==> src/rtl/calc3_port_ingress.sv <==
// Calc3 per-port ingress: assembles two-cycle requests, validates cmd/tag,
// queues accepted requests for issue and reports rejects as a one-cycle error pulse.
module calc3_port_ingress #(
  parameter int unsigned DATA_W = 32,
  parameter int unsigned TAG_W  = 2,
  parameter int unsigned DEPTH  = 4
) (
  input  logic                      c_clk,
  input  logic                      reset,
  input  logic [3:0]                req_cmd,
  input  logic [DATA_W-1:0]         req_data,
  input  logic [TAG_W-1:0]          req_tag,
  output logic                      iss_valid,
  input  logic                      iss_ready,
  output logic [3:0]                iss_cmd,
  output logic [DATA_W-1:0]         iss_op1,
  output logic [DATA_W-1:0]         iss_op2,
  output logic [TAG_W-1:0]          iss_tag,
  input  logic                      cmpl_valid,
  input  logic [TAG_W-1:0]          cmpl_tag,
  output logic                      err_valid,
  output logic [1:0]                err_resp,
  output logic [TAG_W-1:0]          err_tag,
  output logic [2**TAG_W-1:0]       busy_tags,
  output logic [$clog2(DEPTH):0]    fifo_count
);

  localparam int unsigned PTR_W = $clog2(DEPTH);
  localparam int unsigned CNT_W = PTR_W + 1;
  localparam int unsigned NTAG  = 2**TAG_W;

  typedef enum logic {IDLE, OP2} state_t;

  state_t             state_q, state_d;
  logic [3:0]         cmd_q, cmd_d;
  logic [DATA_W-1:0]  op1_q, op1_d;
  logic [TAG_W-1:0]   tag_q, tag_d;

  logic [3:0]         mem_cmd_q [DEPTH];
  logic [DATA_W-1:0]  mem_op1_q [DEPTH];
  logic [DATA_W-1:0]  mem_op2_q [DEPTH];
  logic [TAG_W-1:0]   mem_tag_q [DEPTH];
  logic [PTR_W-1:0]   wr_ptr_q, rd_ptr_q;
  logic [CNT_W-1:0]   count_q, count_d;

  logic [NTAG-1:0]    busy_q, busy_d;
  logic               err_valid_q, err_valid_d;
  logic [1:0]         err_resp_q, err_resp_d;
  logic [TAG_W-1:0]   err_tag_q, err_tag_d;

  logic cmd_ok, tag_busy, full, pop, push, reject;

  always_comb begin
    state_d = state_q;
    cmd_d   = cmd_q;
    op1_d   = op1_q;
    tag_d   = tag_q;
    case (state_q)
      IDLE: begin
        if (req_cmd != '0) begin
          cmd_d   = req_cmd;
          op1_d   = req_data;
          tag_d   = req_tag;
          state_d = OP2;
        end
      end
      OP2:     state_d = IDLE;
      default: state_d = IDLE;
    endcase
  end

  // A completion for the same tag in the OP2 cycle frees it before the busy check.
  assign cmd_ok   = (cmd_q == 4'd1) || (cmd_q == 4'd2) || (cmd_q == 4'd5) || (cmd_q == 4'd6);
  assign tag_busy = busy_q[tag_q] && !(cmpl_valid && (cmpl_tag == tag_q));
  assign full     = (count_q == CNT_W'(DEPTH));
  assign pop      = (count_q != '0) && iss_ready;
  assign push     = (state_q == OP2) && cmd_ok && !tag_busy && !(full && !pop);
  assign reject   = (state_q == OP2) && !push;

  always_comb begin
    busy_d = busy_q;
    if (cmpl_valid) busy_d[cmpl_tag] = 1'b0;
    if (push)       busy_d[tag_q]    = 1'b1;

    count_d = count_q;
    if (push && !pop)      count_d = count_q + CNT_W'(1);
    else if (!push && pop) count_d = count_q - CNT_W'(1);

    err_valid_d = reject;
    err_resp_d  = err_resp_q;
    err_tag_d   = err_tag_q;
    if (reject) begin
      err_resp_d = (!cmd_ok || tag_busy) ? 2'b11 : 2'b10;
      err_tag_d  = tag_q;
    end
  end

  always_ff @(posedge c_clk or negedge reset) begin
    if (!reset) begin
      state_q     <= IDLE;
      cmd_q       <= '0;
      op1_q       <= '0;
      tag_q       <= '0;
      wr_ptr_q    <= '0;
      rd_ptr_q    <= '0;
      count_q     <= '0;
      busy_q      <= '0;
      err_valid_q <= 1'b0;
      err_resp_q  <= '0;
      err_tag_q   <= '0;
    end else begin
      state_q     <= state_d;
      cmd_q       <= cmd_d;
      op1_q       <= op1_d;
      tag_q       <= tag_d;
      count_q     <= count_d;
      busy_q      <= busy_d;
      err_valid_q <= err_valid_d;
      err_resp_q  <= err_resp_d;
      err_tag_q   <= err_tag_d;
      if (push) wr_ptr_q <= wr_ptr_q + PTR_W'(1);
      if (pop)  rd_ptr_q <= rd_ptr_q + PTR_W'(1);
    end
  end

  // Storage is reset so the head outputs read zero after reset.
  always_ff @(posedge c_clk or negedge reset) begin
    if (!reset) begin
      for (int unsigned i = 0; i < DEPTH; i++) begin
        mem_cmd_q[i] <= '0;
        mem_op1_q[i] <= '0;
        mem_op2_q[i] <= '0;
        mem_tag_q[i] <= '0;
      end
    end else if (push) begin
      mem_cmd_q[wr_ptr_q] <= cmd_q;
      mem_op1_q[wr_ptr_q] <= op1_q;
      mem_op2_q[wr_ptr_q] <= req_data;
      mem_tag_q[wr_ptr_q] <= tag_q;
    end
  end

  assign iss_valid  = (count_q != '0);
  assign iss_cmd    = mem_cmd_q[rd_ptr_q];
  assign iss_op1    = mem_op1_q[rd_ptr_q];
  assign iss_op2    = mem_op2_q[rd_ptr_q];
  assign iss_tag    = mem_tag_q[rd_ptr_q];
  assign err_valid  = err_valid_q;
  assign err_resp   = err_resp_q;
  assign err_tag    = err_tag_q;
  assign busy_tags  = busy_q;
  assign fifo_count = count_q;

endmodule
==> config.mk <==
export PLATFORM = sky130hd
export DESIGN_NAME = calc3_port_ingress
export DESIGN_NICKNAME = d
export VERILOG_FILES = /design/src/rtl/calc3_port_ingress.sv
export SDC_FILE = /design/constraint.sdc
export NUM_CORES = 1
export LEC_CHECK = 0
export BUFFER_PORTS_ARGS = -buffer_cell sky130_fd_sc_hd__buf_2
export CAP_MARGIN = 5
export CORE_MARGIN = 2
export CORE_UTILIZATION = 60
export CTS_CLUSTER_SIZE = 10
export DETAILED_ROUTE_END_ITERATION = 6
export PLACE_DENSITY = 0.91
export SKIP_LAST_GASP = 1
export SYNTH_ARGS = -nofsm -noshare
export SYNTH_HDL_FRONTEND = slang
export SYNTH_SLANG_ARGS = --single-unit
export TNS_END_PERCENT = 10
==> constraint.sdc <==
create_clock -name c_clk -period 3.9 [get_ports c_clk]
set_input_delay 0.195 -clock c_clk [delete_from_list [all_inputs] [get_ports c_clk]]
set_output_delay 0.195 -clock c_clk [all_outputs]
set_load 0.02 [all_outputs]
==> flow_summary.yaml, run 1 <==
logic_synthesis:
  synthSimpleGateAreaFrac_pct: 1.49
  syn_area_um2: 14500
  synth_cells: 839
  synth_fp_nets: 889
  synth_fa_ha_area_share_pct: 0.570
  ys_seq_area_share_pct: 57.9
  synth_top_family_by_area: "multiplexers"
  avgSynthCellArea_um2: 17.3
  ys_ff_latch: 335
  synth.area.mux_share_pct: 35.5
  synthXorXnorAreaFrac_pct: 0.604
  synth_compound_area_share_pct: 0.838
  synth_cell_types: 31
  ys_warn_count: 0
clock_tree:
  numCtsBuffers: 39
  cts_tree: "built"
  cts_sinks: 335
  htreeDepth: 2
  clkSlewWorstSetupHoldPaths_ns: 0.06
  insertion_delay_ns: 0.51
  ctsHoldBuffers: 39
  cts-resized-gates: 0
  clockRootBuffer: "clkbuf_16"
  post-cts-setup-buffers: 0
  cts_buffer_depth: 3
pwr:
  p_per_area_nw_per_um2: 882
  power_frac_seq_pct: 41.3
  ir_worst_vdd_v: 0.000520
  power.share.switching_pct: 33.6
  switchingPower_uw: 4960
  pwr-share-clk_pct: 21.2
  power_frac_comb_pct: 37.5
  power.leakage_uw: 0.00752
  intPower_uw: 9810
setup_path:
  endpoint_kind: "flop"
  crit_path_start_kind: "flop"
  crit_slowest_cell: "mux4_2"
  slowest_delay_ns: 0.55
  crit_type: "reg2reg"
  crit_path_cell_trace: "mux4_2 > o31a_1 > nor4_4 > ha_1 > inv_1 > fa_1 > xor2_1 > nor2_1 > xnor2_1"
  cp_max_fo: 9
  path_buf_inv: 1
  critical_path.top_delay_family: "adder cells"
  crit_arrival_ns: 3.51
  crit_required_ns: 4.33
cells_and_area:
  final_nets: 1060
  fillers: 1450
  final_cells: 1335
  layout_commonest_cell: "dfrtp_1"
  area_growth_pct: 15.6
  post-route-util_pct: 71.0
  layout-drive-gt1-share_pct: 49.0
  multi_input_area_um2: 5660
  regArea_um2: 8390
  final_cell_mix: "dfrtp_1, mux2_2, buf_2"
routing:
  routed_wl_um: 29200
  drtIter0Drc: 436
  drc: 0
  routedWlPerCell_um: 21.9
  ant_nets: 0
  vias: 7961
  drt_pass1_iterations: 4
  via_per_inst: 5.96
die:
  floorplan.initialDensity_pct: 61.4
  std_cell_rows: 56
  dieWidth_um: 159
  core_um2: 23600
  io-pin-count: 127
  die-height_um: 159
  die-area_um2: 25400
run:
  maxCapViolations: 0
global_route:
  antenna_found_initial: 1
  grt_max_degree: 126
  gr-usage-all-layers_pct: 24.0
  grt_pass1_vias: 8990
  grt_pass1_wl_um: 48600
  grt_overflow: 0
min_path:
  hp-class: "in2reg"
timing:
  whs_ns: 0.0123
  layout_min_cycle_time_ns: 3.08
  rsz0062_at_grt: "false"
  finalCritPeriodShare_pct: 78.9
  timing.fmax_mhz: 325
  worst_slew_pin_slew_ns: 0.915
  slew_violations: 0
  setup_viol_count_final: 0
  clock_skew_ns: 0.0193
  fin_ws_ns: 0.824
  final_hold_viol_count: 0
  slew_headroom_pct: 39.0
  fin_setup_tns_ns: 0
placement:
  dp_cells: 1249
  dp_hpwl_um: 17400
  port_buffers: 126
  place_ws_ns: 0.790
  gp_congestion: 0.750
outcome:
  outcome: "complete, no violations"
## cell usage after synthesis
library cell	instances	area share, %
o41ai_4	1	0.19
buf_6	29	2.3
fa_1	1	0.14
or3_1	3	0.13
o22ai_1	1	0.043
nor4_4	1	0.15
nor4_1	1	0.043
clkbuf_1	15	0.39
a22o_1	1	0.060
mux4_2	71	11
nor3_4	4	0.45
nor2b_1	4	0.17
buf_2	1	0.035
buf_1	7	0.18
o41ai_1	1	0.060
inv_1	10	0.26
ha_1	5	0.43
mux2_2	231	18
nand2_1	5	0.13
o31a_1	1	0.060
o41ai_2	1	0.11
a32o_1	3	0.21
mux2_1	84	6.5
o21ai_0	3	0.10
xnor2_1	6	0.36
nand2b_1	1	0.043
nor2_1	2	0.052
nand3b_1	5	0.26
dfrtp_1	335	58
nand3_1	2	0.069
xor2_1	4	0.24
## flip-flops by register name (all words and copies together), names as in the netlist
| register | count |
|---|---|
| err_tag | 2 |
| op1_q | 32 |
| busy_tags | 4 |
| mem_cmd_q | 16 |
| state_q | 1 |
| tag_q | 2 |
| fifo_count | 3 |
| cmd_q | 4 |
| mem_op2_q | 128 |
| mem_tag_q | 8 |
| rd_ptr_q | 2 |
| mem_op1_q | 128 |
| wr_ptr_q | 2 |
| err_valid | 1 |
| err_resp | 2 |
## power groups by stage
stage | Clock, µW | Sequential [µW] | Combinational (µW)
floorplan | 0 | 5670 | 4280
global placement | 0 | 5980 | 5390
detailed placement | 0 | 6140 | 5560
CTS | 3200 | 6100 | 5630
global route | 3350 | 6310 | 5930
finish | 3140 | 6100 | 5540
## cell families after synthesis
logic type	count (synthesis)
buffers and inverters	62
xor gates and xnor gates	10
muxes	386
and+or+nand+nor	28
adders and majority gates	6
DFF	335
AOI/OAI and AO/OA	12
## stage by stage
stage,area (µm²),power (µW)
2_1_floorplan,14500,9960
3_3_place_gp,15300,11400
5_1_grt,16800,15600
4_1_cts,16800,14900
6_report,16800,14800
3_5_place_dp,15300,11700
## area by class of cell
type | count | area share (%)
Clock buffer | 46 | 6.30
Tap cell | 319 | 2.38
Timing Repair Buffer | 182 | 7.21
Multi-Input combinational cell | 442 | 33.8
Sequential cell | 335 | 50.1
Inverter | 10 | 0.224
Antenna cell | 1 | 0.0149
## worst reg2reg max path: stages (launching register included)
cell and delay (ns):
dfrtp_1 0.52, mux4_2 0.55, o31a_1 0.29, nor4_4 0.51, ha_1 0.28, inv_1 0.06
fa_1 0.37, xor2_1 0.15, nor2_1 0.12, xnor2_1 0.14
## layer usage
| layer | GRT usage [%] | wire, µm |
|---|---|---|
| met5 | 0 | 0 |
| met4 | 6.74 | 534 |
| met3 | 4.56 | 1270 |
| met2 | 41.8 | 15200 |
| met1 | 31.2 | 12200 |
## path summary, 6_finish.rpt
kind                              from  slack (ns)             to  cells after the start
max                           tag_q[0]        0.82  fifo_count[2]                      9
min                        cmpl_tag[0]        0.01   busy_tags[1]                      4
max reg2reg                   tag_q[0]        0.82  fifo_count[2]                      9
min reg2reg                err_resp[1]        0.46    err_resp[1]                      1
max in group asynchronous        reset        2.42  mem_op1_q[68]                      3
min in group asynchronous        reset        0.38    err_resp[1]                      2
Note: power is estimated with default switching activity, not from simulation.
==> run 2, diff against run 1 <==
clock period = 3.2 ns   (was 3.9 ns; I/O delays follow)
==> flow_summary.yaml, run 2 (same netlist as run 1, synthesis figures left out) <==
clock_tree:
  post-cts-setup-buffers: 0
  cts-resized-gates: 0
  cts_sinks: 335
  htreeDepth: 2
  numCtsBuffers: 39
  clkSlewWorstSetupHoldPaths_ns: 0.05
  insertion_delay_ns: 0.52
  cts_buffer_depth: 3
  clockRootBuffer: "clkbuf_16"
  cts_tree: "built"
run:
  maxCapViolations: 0
cells_and_area:
  final_cell_mix: "dfrtp_1, mux2_2, buf_2"
  antenna_cells: 0
  fillers: 1456
  largestRegisters: "mem_op1_q: 128 flops, mem_op2_q: 128 flops, op1_q: 32 flops"
  layout_commonest_cell: "dfrtp_1"
  area_growth_pct: 16.5
  layout-drive-gt1-share_pct: 49.0
  regArea_um2: 8390
  final_nets: 1066
  multi_input_area_um2: 5660
  final_cells: 1342
die:
  die-height_um: 159
  core_um2: 23600
  die-area_um2: 25400
  io-pin-count: 127
  floorplan.initialDensity_pct: 61.4
  dieWidth_um: 159
  std_cell_rows: 56
timing:
  slew_violations: 0
  clock_skew_ns: 0.0203
  rsz0062_at_grt: "false"
  worst_slew_pin_slew_ns: 0.727
  fin_ws_ns: 0.356
  slew_headroom_pct: 51.5
  final_hold_viol_count: 0
  setup_viol_count_final: 0
  finalCritPeriodShare_pct: 88.9
  timing.fmax_mhz: 352
  layout_min_cycle_time_ns: 2.84
  fin_setup_tns_ns: 0
global_route:
  grt_pass1_vias: 9004
  grt_max_degree: 96
  grt_pass1_wl_um: 48600
  antenna_found_initial: 0
  gr-usage-all-layers_pct: 24.1
  grt_overflow: 0
pwr:
  power_frac_comb_pct: 38.1
  p_per_area_nw_per_um2: 1070
  ir_worst_vdd_v: 0.000841
  pwr-share-clk_pct: 20.9
  switchingPower_uw: 6140
  intPower_uw: 12000
  power.share.switching_pct: 33.9
  power.leakage_uw: 0.00756
  power_frac_seq_pct: 41.0
setup_path:
  crit_type: "reg2reg"
  crit_path_start_kind: "flop"
  crit_required_ns: 3.58
  cp_max_fo: 9
  crit_slowest_cell: "mux4_2"
  rr_startpoint: "tag_q[0]"
  r2r_end: "fifo_count[1]"
  crit_end: "fifo_count[1]"
  crit_path_cell_trace: "mux4_2 > o31a_1 > nor4_4 > ha_1 > inv_1 > fa_1 > mux2_2"
  endpoint_kind: "flop"
  worst-r2r-setup-slack_ns: 0.36
  startpoint: "tag_q[0]"
  crit_arrival_ns: 3.23
  worst_r2r_path_depth: 7
  slowest_delay_ns: 0.57
min_path:
  hp-class: "in2reg"
routing:
  vias: 7987
  ant_nets: 0
  drtIter0Drc: 539
  via_per_inst: 5.95
  routedWlPerCell_um: 22.1
  drc: 0
  drt_pass1_iterations: 4
  routed_wl_um: 29600
placement:
  place_ws_ns: 0.404
  port_buffers: 126
  gp_congestion: 0.699
  dp_hpwl_um: 17400
  dp_cells: 1252
outcome:
  outcome: "complete, no violations"
## run 2: cell count changes in the layout (fill, tap and decap cells not counted)
cell	change
clkbuf_16	-2
diode_2	-1
buf_4	-5
buf_12	+8
clkbuf_1	+1
dlygate4sd3_1	+3
inv_6	+3
## run 2: layer usage
layer	part of all wire (%)	global-route usage, %	wire length [µm]	up-vias
li1	-	-	-	3457
met2	52	42.5	15300	195
met4	1.8	5.99	526	0
met3	4.4	4.64	1310	51
met1	42	31.1	12400	4284
met5	0	0	0	-
## run 2: critical path, delay by kind of cell (launching register included)
kind	cells	cell delay (ns)
and+or+nand+nor	1	0.34
DFF	1	0.52
buffers and inverters	1	0.06
muxes	2	0.84
adders and majority gates	2	0.66
AOI/OAI and AO/OA	1	0.29
## run 2: worst min-delay path by stage
| stage | start | end | cells past startpoint |
|---|---|---|---|
| after floorplan | reset | busy_tags[0] | 0 |
| after global placement | reset | err_resp[1] | 1 |
| after detailed placement | reset | err_valid | 1 |
| after CTS | cmpl_valid | busy_tags[3] | 3 |
| after global routing | cmpl_valid | busy_tags[3] | 3 |
| final | cmpl_valid | busy_tags[2] | 3 |
## run 2: power by group through the flow
stage / Combinational [µW] / Sequential, µW / Clock, µW
after floorplan: 5220 / 6920 / 0
after global placement: 6680 / 7300 / 0
after detailed placement: 6890 / 7450 / 0
after CTS: 6980 / 7420 / 3860
after global routing: 7330 / 7670 / 4050
final: 6900 / 7410 / 3790
## run 2: per-stage QoR
| step | utilization, % | cell area (µm²) | total power (µW) | hold WS, ns |
|---|---|---|---|---|
| 2_1_floorplan | - | 14500 | 12100 | -0.136 |
| 3_3_place_gp | 65.3 | 15400 | 14000 | 0.241 |
| 3_5_place_dp | 65.3 | 15400 | 14300 | 0.242 |
| 4_1_cts | 71.5 | 16900 | 18300 | 0.000301 |
| 5_1_grt | 71.5 | 16900 | 19000 | 0.0370 |
| 6_report | 71.5 | 16900 | 18100 | 0.0331 |
## run 2: cell type report
| class | count | area share (%) |
|---|---|---|
| Sequential cell | 335 | 49.7 |
| Clock buffer | 45 | 5.97 |
| Clock inverter | 3 | 0.156 |
| Tap cell | 319 | 2.36 |
| Timing Repair Buffer | 188 | 8.06 |
| Inverter | 10 | 0.222 |
| Multi-Input combinational cell | 442 | 33.5 |
## run 2: timing repair
item                                    in CTS  in global routing
endpoints found under the setup margin       0                  0
endpoints found under the hold margin      257                  0
hold buffers                                42                  0
